<file path="config.mk">
export PLATFORM = sky130hd
export DESIGN_NAME = imem_loader_flat
export DESIGN_NICKNAME = d
export VERILOG_FILES = /design/src/rtl/imem_loader_if.sv /design/src/rtl/imem_loader.sv /design/src/flat_wrapper.sv
export SDC_FILE = /design/constraint.sdc
export NUM_CORES = 1
export LEC_CHECK = 0
export CAP_MARGIN = 20
export CORE_ASPECT_RATIO = 1.2
export CORE_UTILIZATION = 40
export DETAILED_ROUTE_END_ITERATION = 8
export GPL_TIMING_DRIVEN = 0
export PLACE_DENSITY = 0.75
export SLEW_MARGIN = 40
export SYNTH_ARGS = -nofsm -noshare
export SYNTH_HDL_FRONTEND = slang
export SYNTH_SLANG_ARGS = --single-unit
</file>
<file path="constraint.sdc">
create_clock -name CLK -period 2.2 [get_ports CLK]
set_input_delay 0.33 -clock CLK [delete_from_list [all_inputs] [get_ports CLK]]
set_output_delay 0.33 -clock CLK [all_outputs]
set_load 0.01 [all_outputs]
</file>
<file path="src/rtl/imem_loader_if.sv">
// Host beat stream and IMem write port bundled for imem_loader.
// The slave modport is the loader side; the master modport is the host/boot side.
interface imem_loader_if #(
    parameter int ADDR_W = 6
);
    logic              host_valid;
    logic [31:0]       host_data;
    logic              host_last;
    logic              host_ready;
    logic              imem_we;
    logic [ADDR_W-1:0] imem_addr;
    logic [31:0]       imem_wdata;

    modport master (
        output host_valid, host_data, host_last,
        input  host_ready, imem_we, imem_addr, imem_wdata
    );

    modport slave (
        input  host_valid, host_data, host_last,
        output host_ready, imem_we, imem_addr, imem_wdata
    );
endinterface

</file>
<file path="src/rtl/imem_loader.sv">
// imem_loader: streams a host image into the fetch-stage IMem while holding the core in reset.
// Define IMEM_CKSUM_EN to treat the final beat as a 32-bit wrap-around checksum of the image.
module imem_loader #(
    parameter int IMEM_SIZE   = 64,
    parameter int ADDR_W      = 6,
    parameter int HOLD_CYCLES = 2
) (
    input  logic            CLK,
    input  logic            RST,
    input  logic            start,
    imem_loader_if.slave    bus,
    output logic            core_hold,
    output logic            busy,
    output logic            done,
    output logic            err,
    output logic [ADDR_W:0] word_count
);
    localparam int HC_W = (HOLD_CYCLES > 1) ? $clog2(HOLD_CYCLES) : 1;
    localparam logic [HC_W-1:0]  HOLD_LAST = HC_W'((HOLD_CYCLES > 0) ? HOLD_CYCLES - 1 : 0);
    localparam logic [ADDR_W:0]  MAX_WORDS = (ADDR_W + 1)'(IMEM_SIZE);

    typedef enum logic [2:0] {
        S_IDLE,
        S_LOAD,
        S_DRAIN,
        S_RELEASE,
        S_ERROR
    } state_t;

    state_t            state_q, state_d;
    logic              imem_we_q;
    logic [ADDR_W-1:0] imem_addr_q;
    logic [31:0]       imem_wdata_q;
    logic [HC_W-1:0]   hold_cnt;

    logic accept;
    logic data_beat;
    logic full;
    logic session_start;
    logic cksum_mismatch;
    logic wr_d;
    logic overflow;
    logic cksum_bad;

    assign accept        = bus.host_valid && bus.host_ready;
    assign full          = (word_count == MAX_WORDS);
    assign session_start = start && ((state_q == S_IDLE) || (state_q == S_ERROR));

`ifdef IMEM_CKSUM_EN
    logic [31:0] cksum_q;

    // The final beat carries the checksum and is never written.
    assign data_beat      = !bus.host_last;
    assign cksum_mismatch = (cksum_q != bus.host_data);

    always_ff @(posedge CLK or negedge RST) begin
        if (!RST) begin
            cksum_q <= '0;
        end else if (session_start) begin
            cksum_q <= '0;
        end else if (wr_d) begin
            cksum_q <= cksum_q + bus.host_data;
        end
    end
`else
    assign data_beat      = 1'b1;
    assign cksum_mismatch = 1'b0;
`endif

    // NOTE: sequential state uses non-blocking assignments so every flop samples pre-edge values.
    always_ff @(posedge CLK or negedge RST) begin
        if (!RST) begin
            state_q <= S_IDLE;
        end else begin
            state_q <= state_d;
        end
    end

    always_comb begin
        // NOTE: every signal written here gets a default first, so no path infers a latch.
        state_d   = state_q;
        wr_d      = 1'b0;
        overflow  = 1'b0;
        cksum_bad = 1'b0;
        unique case (state_q)
            S_IDLE, S_ERROR: begin
                if (start) state_d = S_LOAD;
            end
            S_LOAD: begin
                if (accept) begin
                    if (data_beat && full) begin
                        overflow = 1'b1;
                        state_d  = bus.host_last ? S_ERROR : S_DRAIN;
                    end else begin
                        wr_d = data_beat;
                        if (bus.host_last) begin
                            if (cksum_mismatch) begin
                                cksum_bad = 1'b1;
                                state_d   = S_ERROR;
                            end else begin
                                state_d = S_RELEASE;
                            end
                        end
                    end
                end
            end
            S_DRAIN: begin
                if (accept && bus.host_last) state_d = S_ERROR;
            end
            S_RELEASE: begin
                // Hold cycles count only once the final write has left the port.
                if (!imem_we_q && (hold_cnt == HOLD_LAST)) state_d = S_IDLE;
            end
            default: state_d = S_IDLE;
        endcase
    end

    always_ff @(posedge CLK or negedge RST) begin
        if (!RST) begin
            imem_we_q    <= 1'b0;
            imem_addr_q  <= '0;
            imem_wdata_q <= '0;
            word_count   <= '0;
            err          <= 1'b0;
            done         <= 1'b0;
            hold_cnt     <= '0;
        end else begin
            imem_we_q <= wr_d;
            done      <= (state_q == S_RELEASE) && (state_d == S_IDLE);

            if (state_q != S_RELEASE) begin
                hold_cnt <= '0;
            end else if (!imem_we_q) begin
                hold_cnt <= hold_cnt + 1'b1;
            end

            if (session_start) begin
                word_count <= '0;
                err        <= 1'b0;
            end else if (wr_d) begin
                imem_addr_q  <= word_count[ADDR_W-1:0];
                imem_wdata_q <= bus.host_data;
                word_count   <= word_count + 1'b1;
            end

            if (overflow || cksum_bad) err <= 1'b1;
        end
    end

    assign bus.host_ready = (state_q == S_LOAD) || (state_q == S_DRAIN);
    assign bus.imem_we    = imem_we_q;
    assign bus.imem_addr  = imem_addr_q;
    assign bus.imem_wdata = imem_wdata_q;
    assign core_hold      = (state_q != S_IDLE);
    assign busy           = (state_q == S_LOAD) || (state_q == S_DRAIN) || (state_q == S_RELEASE);
endmodule
</file>
<file path="src/flat_wrapper.sv">
// flat-port wrapper written by rule: the top's interface ports become plain ports
module imem_loader_flat 
#(
    parameter int IMEM_SIZE   = 64,
    parameter int ADDR_W      = 6,
    parameter int HOLD_CYCLES = 2
)
  (CLK, RST, start, core_hold, busy, done, err, word_count, bus_host_valid, bus_host_data, bus_host_last, bus_host_ready, bus_imem_we, bus_imem_addr, bus_imem_wdata);
  imem_loader_if #(.ADDR_W(ADDR_W)) bus_i ();
  input  logic CLK;
  input  logic RST;
  input  logic start;
  output logic core_hold;
  output logic busy;
  output logic done;
  output logic err;
  output logic [ADDR_W:0] word_count;
  input wire logic [$bits(bus_i.host_valid)-1:0] bus_host_valid;
  input wire logic [$bits(bus_i.host_data)-1:0] bus_host_data;
  input wire logic [$bits(bus_i.host_last)-1:0] bus_host_last;
  output wire logic [$bits(bus_i.host_ready)-1:0] bus_host_ready;
  output wire logic [$bits(bus_i.imem_we)-1:0] bus_imem_we;
  output wire logic [$bits(bus_i.imem_addr)-1:0] bus_imem_addr;
  output wire logic [$bits(bus_i.imem_wdata)-1:0] bus_imem_wdata;
  assign bus_i.host_valid = bus_host_valid;
  assign bus_i.host_data = bus_host_data;
  assign bus_i.host_last = bus_host_last;
  assign bus_host_ready = bus_i.host_ready;
  assign bus_imem_we = bus_i.imem_we;
  assign bus_imem_addr = bus_i.imem_addr;
  assign bus_imem_wdata = bus_i.imem_wdata;
  imem_loader #(.IMEM_SIZE(IMEM_SIZE), .ADDR_W(ADDR_W), .HOLD_CYCLES(HOLD_CYCLES)) u_core (.CLK(CLK), .RST(RST), .start(start), .bus(bus_i), .core_hold(core_hold), .busy(busy), .done(done), .err(err), .word_count(word_count));
endmodule
</file>
## Yosys cells after proc, flatten, opt, wreduce, memory -nomap -nowiden

Index checks and enable logic that the tools add are counted.

| storage, ports and cells | value |
|---|---|
| register bits | 52 |
| input bits | 37 |
| output and inout bits | 51 |
| word-level logic and storage cells | 54 |

| cells by class | value |
|---|---|
| add/sub/neg operators | 2 |
| equal/unequal tests | 7 |
| muxes and demuxes | 20 |
| bitwise gates (word level) | 1 |
| reductions and logical operators | 16 |

Operators with widths:

| cell | count |
|---|---|
| $mux 3 | 7 |
| $mux 7 | 2 |
| $pmux 3 s4 | 1 |
| $mux 1 | 10 |
| $add 7x1->7 const B | 1 |
| $eq 7x7->1 const B | 1 |
| $eq 3x2->1 const B | 2 |
| $logic_not 3->1 | 2 |
| $logic_and 1x1->1 | 5 |
| $reduce_bool 2->1 | 2 |
| $eq 3x1->1 const B | 1 |
| $eq 3x3->1 const B | 1 |
| $logic_or 1x1->1 | 3 |
| $ne 3x2->1 const B | 1 |
| $reduce_bool 3->1 | 1 |
| $ne 2x2->1 const B | 1 |
| $reduce_and 2->1 | 1 |
| $reduce_or 2->1 | 1 |
| $add 1x1->1 const B | 1 |
| $logic_not 1->1 | 1 |
| $not 1->1 | 1 |

## Longest topological paths before layout

| logic depth | value |
|---|---|
| word-level depth | 8 |
| depth in mapped cells | 6 |
| mapped depth without buffers | 5 |

## Worst setup path before layout

Ideal clock, no wire load.

| path | value |
|---|---|
| path kind | flip-flop to flip-flop |
| start point | reg u_core.word_count[0] |
| end point | reg u_core.imem_wdata_q[25] (netlist: u_core.bus.imem_wdata[25]) |
| setup time | 125 ps |
| data arrival time | 1642 ps |
| required time | 2075 ps |
| slack | 433 ps |
| cell stages (with the launch flop) | 7 |
| buffers on the path | 1 |
| clock period less this slack | 1767 ps |
| cells stage by stage | dfrtp_1 > inv_1 > ha_1 > nor4b_4 > a21oi_2 > buf_2 > mux2_2 |

| between the ends | value |
|---|---|
| longest elaborated chain between the ends | 5 |

RTL lines:

| item | line | RTL |
|---|---|---|
| start: declaration | imem_loader.sv:16 | `output logic [ADDR_W:0] word_count` |
| start signal: assignment | imem_loader.sv:143 | `word_count <= word_count + 1'b1;` |
| $eq 7x7->1 | imem_loader.sv:46 | `assign full = (word_count == MAX_WORDS);` |
| $mux 1 | imem_loader.sv:91 | `if (data_beat && full) begin` |
| $mux 1 | imem_loader.sv:90 | `if (accept) begin` |
| $mux 1 | imem_loader.sv:85 | `unique case (state_q)` |
| via u_core.wr_d | imem_loader.sv:41 | `logic wr_d;` |
| $reduce_and 2->1 (no source line) | n/a |  |
| end signal: assignment | imem_loader.sv:142 | `imem_wdata_q <= bus.host_data;` |
| end: declaration | imem_loader.sv:33 | `logic [31:0] imem_wdata_q;` |

The timed path passes the listed nets, and every way through them passes these cells.
A chain may end at the register's enable or synchronous reset.

## Worst setup path after layout

| path | value |
|---|---|
| start point | reg u_core.word_count[0] |
| end point | reg u_core.imem_wdata_q[1] (netlist: u_core.bus.imem_wdata[1]) |

| between the ends | value |
|---|---|
| longest elaborated chain between the ends | 5 |

RTL lines:

| item | line |
|---|---|
| $eq 7x7->1 | imem_loader.sv:46 |
| $mux 1 | imem_loader.sv:91 |
| $mux 1 | imem_loader.sv:90 |
| $mux 1 | imem_loader.sv:85 |
| $reduce_and 2->1 (no source line) | n/a |

Every way passes these cells.

==> results.yml <==
status:
  status: "finished, final reports clean"
logic_synthesis:
  synth_warnings: 0
  avgSynthCellArea_um2: 13.8
  synth_edf_count: 0
  syn_nets: 199
  synth_ff_type: "dfrtp_1"
  syn_area_um2: 2220
  synthCells: 160
  ys_ff_latch: 52
  ys_seq_area_share_pct: 58.7
  synth.distinct_cells: 38
  async_flop_share_pct: 100
final_layout:
  drive_gt1_share_pct: 23.7
  syn_to_final_growth_pct: 48.2
  final_core_util_pct: 62.0
  stdcell_count: 319
  fin_area_um2: 3280
  diodes: 0
  nets: 295
routing:
  ant_nets: 0
  drc: 0
  firstDrtPassIters: 4
  wl_per_cell_um: 15.1
  dr_total_vias: 1633
  routed_wl_um: 4830
  drtIter0Drc: 116
  via_per_inst: 5.12
setup_path:
  cp-end-kind: "register"
  critPathSlowestCell: "dfrtp_1"
  cp_slowest_stage_delay_ns: 0.49
  critPathMaxFanout: 10
  crit_buf_inv: 2
  crit_chain: "inv_1 > ha_1 > nor4b_4 > a21oi_2 > buf_2 > mux2_2"
  crit_required_ns: 2.39
  crit_arrival_ns: 2.19
  crit_family: "flip-flops"
  critPathLaunchType: "register"
  crit_type: "reg2reg"
placed_design:
  dp.cells: 310
  place_area_um2: 3180
  dp_hpwl_um: 3540
  io_buffers: 87
  dp_slack_ns: -0.102
  globalplace.congestion: 0.755
cts:
  clock_tree.root_cell: "clkbuf_8"
  tritoncts: "built"
  clk_pin_slew_worst_paths_ns: 0.09
  cts.hold.buffers_added: 1
  ctsResizeCount: 0
  clk_latency_ns: 0.30
  post-cts-setup-buffers: 0
  clock_sinks: 52
  cts-buffers-inserted: 5
  htreeDepth: 2
  cts.path.max_buffers: 2
timing:
  period_minus_slack_ns: 2.00
  tightest_slew_ns: 0.418
  fin_crit_sh_pct: 90.9
  fmax_mhz: 500
  maxSlewHeadroom_pct: 72.1
  finalSetupTns_ns: 0
  skew_ns: 0.00652
  hold_violations: 0
  whs_ns: 0.447
  maxSlewViolCount: 0
  setup_violations: 0
  layout_setup_ws_ns: 0.199
  rsz0062_at_grt: "false"
global_route:
  grt_pass1_wl_um: 8260
  antenna_found_initial: 0
  grt_max_degree: 33
  first_global_vias: 1714
  grt_usage_pct: 17.7
  grt-ovfl-total: 0
pwr:
  power.leakage_nw: 1.38
  p_total_mw: 4.24
  powerDensity_nw_per_um2: 1290
  ir_drop_uv: 617
floorplan:
  initial_utilization_pct: 41.8
  die-area_um2: 5840
  core_um2: 5300
  floorplan.rows: 29
  ios: 88
  die_y_um: 83.5
  die_w_um: 69.9
flow_run:
  maxCapViolCount: 0
worst_hold_path:
  hold_path_class: "in2async"
-- area by class of cell --
class                           count  area (um^2)
Clock inverter                      2         10.0
Tap cell                           62         77.6
Timing Repair Buffer               89          898
Multi-Input combinational cell     95          850
Sequential cell                    52         1300
Buffer                              7         42.5
Fill cell                         434         2010
Clock buffer                        6         82.6
Inverter                            6         22.5
-- worst reg2reg max path: cells and delay by family, from the launching register on --
| kind | cells | cell delay [ns] |
|---|---|---|
| adder cells (fa/ha/maj) | 1 | 0.21 |
| buffers and inverters | 2 | 0.38 |
| AND/OR/NAND/NOR | 1 | 0.15 |
| AO/OA/AOI/OAI | 1 | 0.28 |
| multiplexers | 1 | 0.38 |
| flip-flops | 1 | 0.49 |
-- where the power goes --
group          switching (mW)  internal [mW]  total [mW]
clock                   0.306          0.252       0.558
combinational           0.803           1.29        2.10
sequential              0.239           1.35        1.59
-- cell usage after synthesis (2+ instances only) --
cell type / instances / share of area, %
a21boi_1: 2 / 0.68
buf_2: 4 / 0.90
dfrtp_1: 52 / 59
ha_1: 2 / 1.1
inv_1: 6 / 1.0
mux2_2: 38 / 19
mux2i_1: 3 / 1.4
nand2_1: 8 / 1.4
nand2b_1: 2 / 0.56
nand3_1: 3 / 0.68
nand4_1: 3 / 0.85
nor2_1: 3 / 0.51
nor3b_1: 2 / 0.68
o211ai_1: 3 / 1.0
o21ai_0: 3 / 0.68
o31ai_1: 2 / 0.68
or4_1: 3 / 1.0
-- sequential cells by signal (all words and copies together), names as in the netlist --
signal	count
u_core.bus.imem_addr	6
u_core.err	1
u_core.word_count	7
u_core.hold_cnt	1
u_core.bus.imem_we	1
u_core.bus.imem_wdata	32
u_core.state_q	3
u_core.done	1
-- cells in the final DEF, fill, tap and decap left out, drive strengths merged, types with 3 or more instances in the layout --
cell / count
clkdlybuf4s50: 86
dfrtp: 52
mux2: 38
nand2: 8
buf: 8
clkbuf: 7
inv: 6
nor2: 3
nand3: 3
nand4: 3
o21ai: 3
o211ai: 3
or4: 3
mux2i: 3
a21boi: 3
-- worst paths after layout --
path | startpoint | to | slack (ns) | depth (start not counted)
min reg2reg | u_core.bus.imem_we$_DFF_PN0_ | u_core.hold_cnt$_DFFE_PN0P_ | 0.46 | 1
max | u_core.word_count[0]$_DFFE_PN0P_ | u_core.bus.imem_wdata[1]$_DFFE_PN0P_ | 0.20 | 6
min | RST | u_core.hold_cnt$_DFFE_PN0P_ | 0.45 | 2
max in group asynchronous | RST | u_core.bus.imem_wdata[2]$_DFFE_PN0P_ | 1.29 | 3
max reg2reg | u_core.word_count[0]$_DFFE_PN0P_ | u_core.bus.imem_wdata[1]$_DFFE_PN0P_ | 0.20 | 6
min in group CLK | u_core.bus.imem_we$_DFF_PN0_ | u_core.hold_cnt$_DFFE_PN0P_ | 0.46 | 1
-- routing by layer --
metal	GRT usage [%]	share of wire (%)	vias up	wire length [um]
li1	-	-	762	-
met1	22.2	41	811	2000
met2	29.5	51	54	2480
met3	5.19	6.3	6	306
met4	5.09	0.89	0	43
met5	0	0	-	0
-- kinds of logic (layout without fill, tap and decap cells) --
| kind of cell | after synthesis | in the layout | share of synthesized area, % |
|---|---|---|---|
| multiplexers | 41 | 41 | 20.7 |
| XOR/XNOR | 1 | 1 | 0.395 |
| AND/OR/NAND/NOR | 34 | 34 | 10.6 |
| buffers and inverters | 13 | 110 | 2.94 |
| flip-flops | 52 | 52 | 58.7 |
| AO/OA/AOI/OAI | 17 | 17 | 5.59 |
| adder cells (fa/ha/maj) | 2 | 2 | 1.13 |
Power figures use the tool's default switching activity.
